### src/rtl/mssv_pkg.sv
// Shared definitions for the MSSV digit-sequence detector, its sequencer and models.
package mssv_pkg;

    typedef enum logic [1:0] {
        IDLE  = 2'd0,
        RUN   = 2'd1,
        DRAIN = 2'd2,
        FIN   = 2'd3
    } state_e;

    localparam int DW      = 3;
    localparam int SW      = 4;
    localparam int DET_LAT = 1;

    // Digits of the valid sequence, oldest first.
    localparam logic [DW-1:0] SEQ_D0 = 3'd0;
    localparam logic [DW-1:0] SEQ_D1 = 3'd6;
    localparam logic [DW-1:0] SEQ_D2 = 3'd4;
    localparam logic [DW-1:0] SEQ_D3 = 3'd2;

    function automatic logic is_seq(input logic [4*DW-1:0] win);
        return win == {SEQ_D0, SEQ_D1, SEQ_D2, SEQ_D3};
    endfunction

endpackage

### src/rtl/mssv_digit_buf.sv
// DEPTH x DW digit register file: synchronous write, combinational read, async clear.
module mssv_digit_buf #(
    parameter int DEPTH = 16,
    parameter int AW    = 4,
    parameter int DW    = 3
) (
    input  logic          clk,
    input  logic          rst,
    input  logic          we,
    input  logic [AW-1:0] waddr,
    input  logic [DW-1:0] wdata,
    input  logic [AW-1:0] raddr,
    output logic [DW-1:0] rdata
);

    logic [DW-1:0] mem_q [DEPTH];
    logic [DW-1:0] mem_d [DEPTH];

    // Next contents of the buffer.
    always_comb begin
        mem_d = mem_q;
        if (we) begin
            mem_d[waddr] = wdata;
        end else begin
            mem_d = mem_q;
        end
    end

    // Storage.
    always_ff @(posedge clk or posedge rst) begin
        if (rst) begin
            mem_q <= '{default: {DW{1'b0}}};
        end else begin
            mem_q <= mem_d;
        end
    end

    assign rdata = mem_q[raddr];

endmodule

### src/rtl/mssv_seq_ctrl.sv
// Sequencer for the MSSV detector: streams the digit buffer into the detector,
// counts detections and captures the final running sum.
module mssv_seq_ctrl #(
    parameter int DEPTH = 16,
    parameter int AW    = 4,
    parameter int DW    = 3,
    parameter int SW    = 4,
    parameter int CW    = 4
) (
    input  logic          clk,
    input  logic          rst,
    input  logic          cfg_we,
    input  logic [AW-1:0] cfg_addr,
    input  logic [DW-1:0] cfg_data,
    input  logic [AW:0]   len,
    input  logic          start,
    input  logic          abort,
    output logic          busy,
    output logic          done,
    output logic          err,
    output logic [CW-1:0] match_cnt,
    output logic [SW-1:0] last_sum,
    output logic          det_rst,
    output logic [DW-1:0] det_inp,
    input  logic          det_done,
    input  logic [SW-1:0] det_sum
);
    import mssv_pkg::*;

    localparam logic [AW:0]   DEPTH_L = (AW+1)'(DEPTH);
    localparam logic [AW:0]   ZERO_L  = {(AW+1){1'b0}};
    localparam logic [AW:0]   ONE_L   = {{AW{1'b0}}, 1'b1};
    localparam logic [AW-1:0] PTR_ONE = {{(AW-1){1'b0}}, 1'b1};
    localparam logic [CW-1:0] CNT_ONE = {{(CW-1){1'b0}}, 1'b1};
    localparam logic [CW-1:0] CNT_MAX = {CW{1'b1}};

    state_e        state_q, state_d;
    logic [AW-1:0] ptr_q, ptr_d;
    logic [AW:0]   len_q, len_d;
    logic [CW-1:0] cnt_q, cnt_d;
    logic [SW-1:0] sum_q, sum_d;
    logic          busy_q, busy_d;
    logic          done_q, done_d;
    logic          err_q, err_d;
    logic          det_rst_q, det_rst_d;

    logic          len_ok_s;
    logic          buf_we_s;
    logic [DW-1:0] rd_data_s;
    logic [CW-1:0] cnt_inc_s;

    assign len_ok_s  = (len != ZERO_L) && (len <= DEPTH_L);
    assign buf_we_s  = cfg_we && ((state_q == IDLE) || (state_q == FIN))
                       && ({1'b0, cfg_addr} < DEPTH_L);
    assign cnt_inc_s = (det_done && (cnt_q != CNT_MAX)) ? cnt_q + CNT_ONE : cnt_q;

    mssv_digit_buf #(
        .DEPTH (DEPTH),
        .AW    (AW),
        .DW    (DW)
    ) u_buf (
        .clk   (clk),
        .rst   (rst),
        .we    (buf_we_s),
        .waddr (cfg_addr),
        .wdata (cfg_data),
        .raddr (ptr_q),
        .rdata (rd_data_s)
    );

    // Next state, pointer, counter and capture; outputs are decoded from the next state.
    always_comb begin
        state_d = state_q;
        ptr_d   = ptr_q;
        len_d   = len_q;
        cnt_d   = cnt_q;
        sum_d   = sum_q;
        err_d   = 1'b0;
        case (state_q)
            IDLE: begin
                if (abort) begin
                    state_d = IDLE;
                end else if (start && len_ok_s) begin
                    state_d = RUN;
                    len_d   = len;
                    ptr_d   = {AW{1'b0}};
                    cnt_d   = {CW{1'b0}};
                end else if (start) begin
                    err_d = 1'b1;
                end else begin
                    state_d = IDLE;
                end
            end
            RUN: begin
                if (abort) begin
                    state_d = IDLE;
                end else begin
                    // det_done during ptr==0 still belongs to the detector's reset state.
                    if (ptr_q != {AW{1'b0}}) begin
                        cnt_d = cnt_inc_s;
                    end else begin
                        cnt_d = cnt_q;
                    end
                    if ({1'b0, ptr_q} == (len_q - ONE_L)) begin
                        state_d = DRAIN;
                    end else begin
                        state_d = RUN;
                    end
                    ptr_d = ptr_q + PTR_ONE;
                end
            end
            DRAIN: begin
                if (abort) begin
                    state_d = IDLE;
                end else begin
                    cnt_d   = cnt_inc_s;
                    sum_d   = det_sum;
                    state_d = FIN;
                end
            end
            FIN: begin
                state_d = IDLE;
            end
            default: begin
                state_d = IDLE;
            end
        endcase
        busy_d    = (state_d == RUN) || (state_d == DRAIN);
        done_d    = (state_d == FIN);
        det_rst_d = !busy_d;
    end

    // Sequencer state and registered outputs.
    always_ff @(posedge clk or posedge rst) begin
        if (rst) begin
            state_q   <= IDLE;
            ptr_q     <= {AW{1'b0}};
            len_q     <= {(AW+1){1'b0}};
            cnt_q     <= {CW{1'b0}};
            sum_q     <= {SW{1'b0}};
            busy_q    <= 1'b0;
            done_q    <= 1'b0;
            err_q     <= 1'b0;
            det_rst_q <= 1'b1;
        end else begin
            state_q   <= state_d;
            ptr_q     <= ptr_d;
            len_q     <= len_d;
            cnt_q     <= cnt_d;
            sum_q     <= sum_d;
            busy_q    <= busy_d;
            done_q    <= done_d;
            err_q     <= err_d;
            det_rst_q <= det_rst_d;
        end
    end

    // Digit presented to the detector only while streaming.
    always_comb begin
        if (state_q == RUN) begin
            det_inp = rd_data_s;
        end else begin
            det_inp = {DW{1'b0}};
        end
    end

    assign busy      = busy_q;
    assign done      = done_q;
    assign err       = err_q;
    assign det_rst   = det_rst_q;
    assign match_cnt = cnt_q;
    assign last_sum  = sum_q;

endmodule

### config.mk
export PLATFORM = sky130hd
export DESIGN_NAME = mssv_seq_ctrl
export DESIGN_NICKNAME = d
export VERILOG_FILES = /design/src/rtl/mssv_pkg.sv /design/src/rtl/mssv_digit_buf.sv /design/src/rtl/mssv_seq_ctrl.sv
export SDC_FILE = /design/constraint.sdc
export NUM_CORES = 1
export LEC_CHECK = 0
export CAP_MARGIN = 20
export CORE_MARGIN = 2
export CORE_UTILIZATION = 46
export CTS_CLUSTER_DIAMETER = 200
export DETAILED_ROUTE_END_ITERATION = 10
export HOLD_SLACK_MARGIN = 0.15
export PLACE_DENSITY_LB_ADDON = 0.08
export SYNTH_ARGS = -nofsm -noshare
export SYNTH_HDL_FRONTEND = slang
export SYNTH_SLANG_ARGS = --single-unit
### constraint.sdc
create_clock -name clk -period 2.5 [get_ports clk]
set_input_delay 0.25 -clock clk [delete_from_list [all_inputs] [get_ports clk]]
set_output_delay 0.25 -clock clk [all_outputs]
set_load 0.03 [all_outputs]
* Yosys cells after proc, flatten, opt, wreduce, memory -nomap -nowiden
Cells that the tools add are included.
** Cells by class
- Reduce and logical (&&, ||, !) cells :: 17
- Muxes and demuxes :: 27
- Bitwise operators :: 3
- $lt $le $gt $ge :: 4
- Equal/unequal tests :: 13
- Add/sub/neg operators :: 3
** Operators with widths (number)
- bitwise mux 48 bit :: 1
- two-way mux 4 bit :: 7
- binary-select mux 3 bit (select 4 bit) :: 1
- demux 3 bit (select 4 bit) :: 1
- two-way mux 2 bit :: 6
- two-way mux 3 bit :: 4
- case mux 4 bit (3 select lines) :: 1
- greater-or-equal comparator 5 bit, second input constant :: 2
- NOT 4 -> 5 bit :: 2
- adder 4 x 1 -> 4 bit, second input constant :: 2
- equality test 2 bit, second input constant :: 4
- inequality test 2 bit, second input constant :: 4
- case mux 2 bit (4 select lines) :: 1
- case mux 4 bit (2 select lines) :: 1
- AND reduction 6 bit :: 1
- equality test 4 x 5 -> 1 bit :: 1
- <= comparator 5 bit, second input constant :: 1
- logical AND 1 bit :: 5
- < comparator 5 x 1 -> 1 bit, second input constant :: 1
- nonzero test 5 bit :: 1
- subtractor 5 x 1 -> 5 bit, second input constant :: 1
- equality test 2 x 1 -> 1 bit, second input constant :: 2
- two-way mux 1 bit :: 4
- inequality test 4 bit, second input constant :: 1
- other kinds (11) :: 12
** Storage, ports and cells
- Bits in registers :: 71
- Logic and storage cells :: 92

* Longest topological paths before layout
- Depth after elaboration :: 9
- Mapped depth :: 8
- Depth with buffers taken out :: 8

* Modules after synthesis
Synthesis repeated with hierarchy kept, for this count alone.
** Second synthesis, totals
- Cell total of the unflattened synthesis :: 286
- Area, all modules :: 3595.9 um2
** By module, submodules not included
- mssv_digit_buf :: sequential area each 1201.2 um2, cells each 154, area an instance 2280.9 um2, instances 1
- mssv_seq_ctrl :: sequential area each 576.8 um2, cells each 132, area an instance 1315.0 um2, instances 1

* Worst setup path before layout
OpenSTA, ideal clock, no wires.
- Path kind :: reg2reg
- Start point :: reg ptr_q[1]
- End point :: reg cnt_q[0], in the netlist match_cnt[0]
- Stages on the path, launching flop included :: 9
- Path slack :: 368 ps
- Data required time :: 2375 ps
- Arrival :: 2007 ps
- Setup time :: 125 ps
- Clock period less this slack :: 2132 ps
- Path buffers :: 2
- Path through :: dfrtp_1 clkbuf_1 buf_2 inv_1 ha_1 nor4bb_1 nor3_1 o211a_4 mux2_4
** On the way
- Cells in the longest elaborated chain, start to end :: 3
** RTL lines
- start: declaration :: RTL line mssv_seq_ctrl.sv:38 : logic [AW-1:0] ptr_q, ptr_d;
- start signal: assignment :: RTL line mssv_seq_ctrl.sv:137 : ptr_q <= {AW{1'b0}};
- start signal: assignment :: RTL line mssv_seq_ctrl.sv:147 : ptr_q <= ptr_d;
- nonzero test 4 bit :: RTL line mssv_seq_ctrl.sv:99 : if (ptr_q != {AW{1'b0}}) begin
- inequality test 2 bit (no source line)
- AND reduction 6 bit (no source line)
- end signal: assignment :: RTL line mssv_seq_ctrl.sv:139 : cnt_q <= {CW{1'b0}};
- end signal: assignment :: RTL line mssv_seq_ctrl.sv:149 : cnt_q <= cnt_d;
- end: declaration :: RTL line mssv_seq_ctrl.sv:40 : logic [CW-1:0] cnt_q, cnt_d;
No other way between the ends.
A chain may end at the register's enable or synchronous reset.

* Final worst setup path
- Start point :: reg ptr_q[0]
- End point :: out det_inp[2]
** On the way
- Cells in the longest elaborated chain, start to end :: 5
** RTL lines
- NOT 4 -> 5 bit (implied by the code) :: RTL line mssv_digit_buf.sv:38 : assign rdata = mem_q[raddr];
- binary-select mux 3 bit (select 4 bit) :: RTL line mssv_digit_buf.sv:38
- two-way mux 3 bit (implied by the code) (2 in a row) :: RTL line mssv_digit_buf.sv:38
- two-way mux 3 bit :: RTL line mssv_seq_ctrl.sv:160 : if (state_q == RUN) begin
- end: declaration :: RTL line mssv_seq_ctrl.sv:24 : output logic [DW-1:0] det_inp,
No other way between the ends. The select of a mux whose other input is x is not followed.

==> results.sh <==
export IMPL_core_area_um2=7650
export IMPL_max_slew_margin=0.590
export IMPL_fin_cells=430
export IMPL_clockBufferDepth=2
export IMPL_synth_distinct_cells=43
export IMPL_syn_num_nets=306
export IMPL_dieArea_um2=8550
export IMPL_rsz0062_at_grt="false"
export IMPL_grt_pass1_wl_mm=11.9
export IMPL_grt_max_degree=30
export IMPL_cellPowerDensity_nw_per_um2=736
export IMPL_cts_clk_slew_worst_paths_ps=80
export IMPL_finalHoldViolations=0
export IMPL_grt_use_total=0.183
export IMPL_hold_ws_ps=302
export IMPL_cap_violations=0
export IMPL_nNetsFinal=353
export IMPL_syn_to_final_growth_pct=20.2
export IMPL_ctsRootBufferMaster="clkbuf_8"
export IMPL_fin_setup_tns_ps=0
export IMPL_synth_most_common_cell="dfrtp_1"
export IMPL_clk_latency_ps=340
export IMPL_path_class="reg -> out"
export IMPL_cts_tree="built"
export IMPL_antenna_left=0
export IMPL_critPathMaxFanout=16
export IMPL_ios=37
export IMPL_period_needed_ps=2300
export IMPL_syn_cell_area_um2=3600
export IMPL_pre_cts_ws_ps=260
export IMPL_finalMaxSlewViolations=0
export IMPL_total_power_mw=3.18
export IMPL_cp_required_ps=2250
export IMPL_power_static_leakage_nw=1.83
export IMPL_ys_seq_elements=71
export IMPL_postSynthCellCount=276
export IMPL_async_flop_share=1.00
export IMPL_tightestPinTransition_ps=615
export IMPL_ys_warn_count=0
export IMPL_critPathCaptureType="output port"
export IMPL_firstDrtPassIters=4
export IMPL_post_dp_hpwl_mm=5.19
export IMPL_design_area_um2=4330
export IMPL_synth_edf_count=0
export IMPL_cts_setup_buffers=0
export IMPL_final_setup_viol_count=0
export IMPL_vdd_drop_max_uv=417
export IMPL_overflow=0
export IMPL_timing_fmax_ghz=0.434
export IMPL_utilization=0.566
export IMPL_routedWlPerCell_um=16.6
export IMPL_drc=0
export IMPL_start_util=0.471
export IMPL_drive_gt1_frac=0.311
export IMPL_synth_area_per_cell_um2=13.0
export IMPL_avgViaCountPerCell=5.42
export IMPL_place_area_um2=4130
export IMPL_period_share=0.922
export IMPL_synth_ff_type="dfrtp_1"
export IMPL_ys_seq_area_frac=0.494
export IMPL_synth_top_area_cell="dfrtp_1"
export IMPL_outcome="finished, final reports clean"
export IMPL_holdCritPathClass="in -> async"
export IMPL_synth_top_cell_area_share=0.486
export IMPL_gp_congestion=0.765
export IMPL_die_y_um=92.5
export IMPL_num_vias=2331
export IMPL_skew_ps=6.90
export IMPL_cp_start_kind="register"
export IMPL_ys_top_cells_by_area="dfrtp_1, mux2_2, mux4_2"
export IMPL_wl_mm=7.15
export IMPL_arrival_ps=2050
export IMPL_dp_cells=414
export IMPL_htree_num_levels=3
export IMPL_antenna_found_initial=0
export IMPL_cts_buffers=9
export IMPL_drt_iter0_markers=68
export IMPL_layout_setup_ws_ps=195
export IMPL_synthTopCellsByCount="dfrtp_1, mux2_2, nand2_1"
export IMPL_portBuffers=36
export IMPL_grt_pass1_vias=2410
export IMPL_diodes=0
export IMPL_row_count=32
export IMPL_die_width_um=92.5
export IMPL_clock_sinks=71
-- worst paths after layout --
| check | start | end | slack (ps) | depth (start not counted) |
|---|---|---|---|---|
| max | ptr_q[0] | det_inp[2] | 200 | 5 |
| min | rst | match_cnt[1] | 300 | 2 |
| max reg2reg | len_q[0] | busy | 320 | 8 |
| min reg2reg | u_buf.mem_q[27] | u_buf.mem_q[27] | 500 | 1 |
| max in group asynchronous | rst | u_buf.mem_q[27] | 1510 | 3 |
| min in group clk | u_buf.mem_q[27] | u_buf.mem_q[27] | 500 | 1 |
-- placed cells by master (no fill, tap or decap), types with 2 or more instances in the layout --
master            n
o21ai_0           7
mux4_2           12
clkdlybuf4s50_1  33
nand2_1          20
nor3b_1           2
dlygate4sd2_1     3
buf_4            11
nor2_1            4
a22o_1            2
nand4b_1          2
inv_1            15
and3_1            2
nor2b_1           8
dfrtp_1          69
o22ai_1           4
ha_1              8
clkbuf_8         10
xnor2_1           5
clkinv_2          2
mux2i_1          11
nand2b_1          4
o31ai_1           2
nor3_1            4
o211ai_1          2
nor4_1            2
mux2_2           55
and4bb_2          2
xor2_1            3
-- registers in the layout (all words and copies together), names as in the netlist, 2 cells and up --
signal,count
match_cnt,4
last_sum,4
u_buf.mem_q,48
state_q,2
ptr_q,4
len_q,5
-- final cells by class --
class | instances | area [um2]
Fill cell | 650 | 3320
Sequential cell | 71 | 1780
Multi-Input combinational cell | 177 | 1710
Timing Repair Buffer | 48 | 459
Clock buffer | 11 | 141
Tap cell | 102 | 128
Inverter | 16 | 60.1
Clock inverter | 5 | 56.3
-- report_power, final --
part / internal [mW] / switching [mW]
sequential: 1.39 / 0.144
clock: 0.489 / 0.426
combinational: 0.441 / 0.293
-- worst max-delay path: stages, from the launching register on --
cell and delay, ps:
dfrtp_1 380, buf_12 180, mux4_2 520, mux2i_1 160
o22ai_1 110, dlygate4sd2_1 370
-- logic make-up after synthesis --
logic type | Yosys count | share of synthesized area
AO/OA/AOI/OAI | 23 | 0.0466
XOR/XNOR | 8 | 0.0195
adder cells (fa/ha/maj) | 8 | 0.0278
buffers and inverters | 28 | 0.0327
flip-flops | 71 | 0.494
multiplexers | 79 | 0.282
AND/OR/NAND/NOR | 59 | 0.0980
-- per-layer routing --
metal | global-route usage | wire [um] | part of all wire | up-vias
met5 | 0 | 0 | 0 | -
met4 | 0.0746 | 87 | 0.012 | 0
met3 | 0.0301 | 223 | 0.031 | 5
met2 | 0.316 | 3620 | 0.51 | 42
met1 | 0.229 | 3210 | 0.45 | 1187
li1 | - | - | - | 1097
-- repair_timing --
item | 4_1_cts | 5_1_grt
hold buffers | 0 | 0
endpoints found under the setup margin | 3 | 0
resized for setup | 4 | 0
No activity file was read; power rests on OpenSTA's default activity.
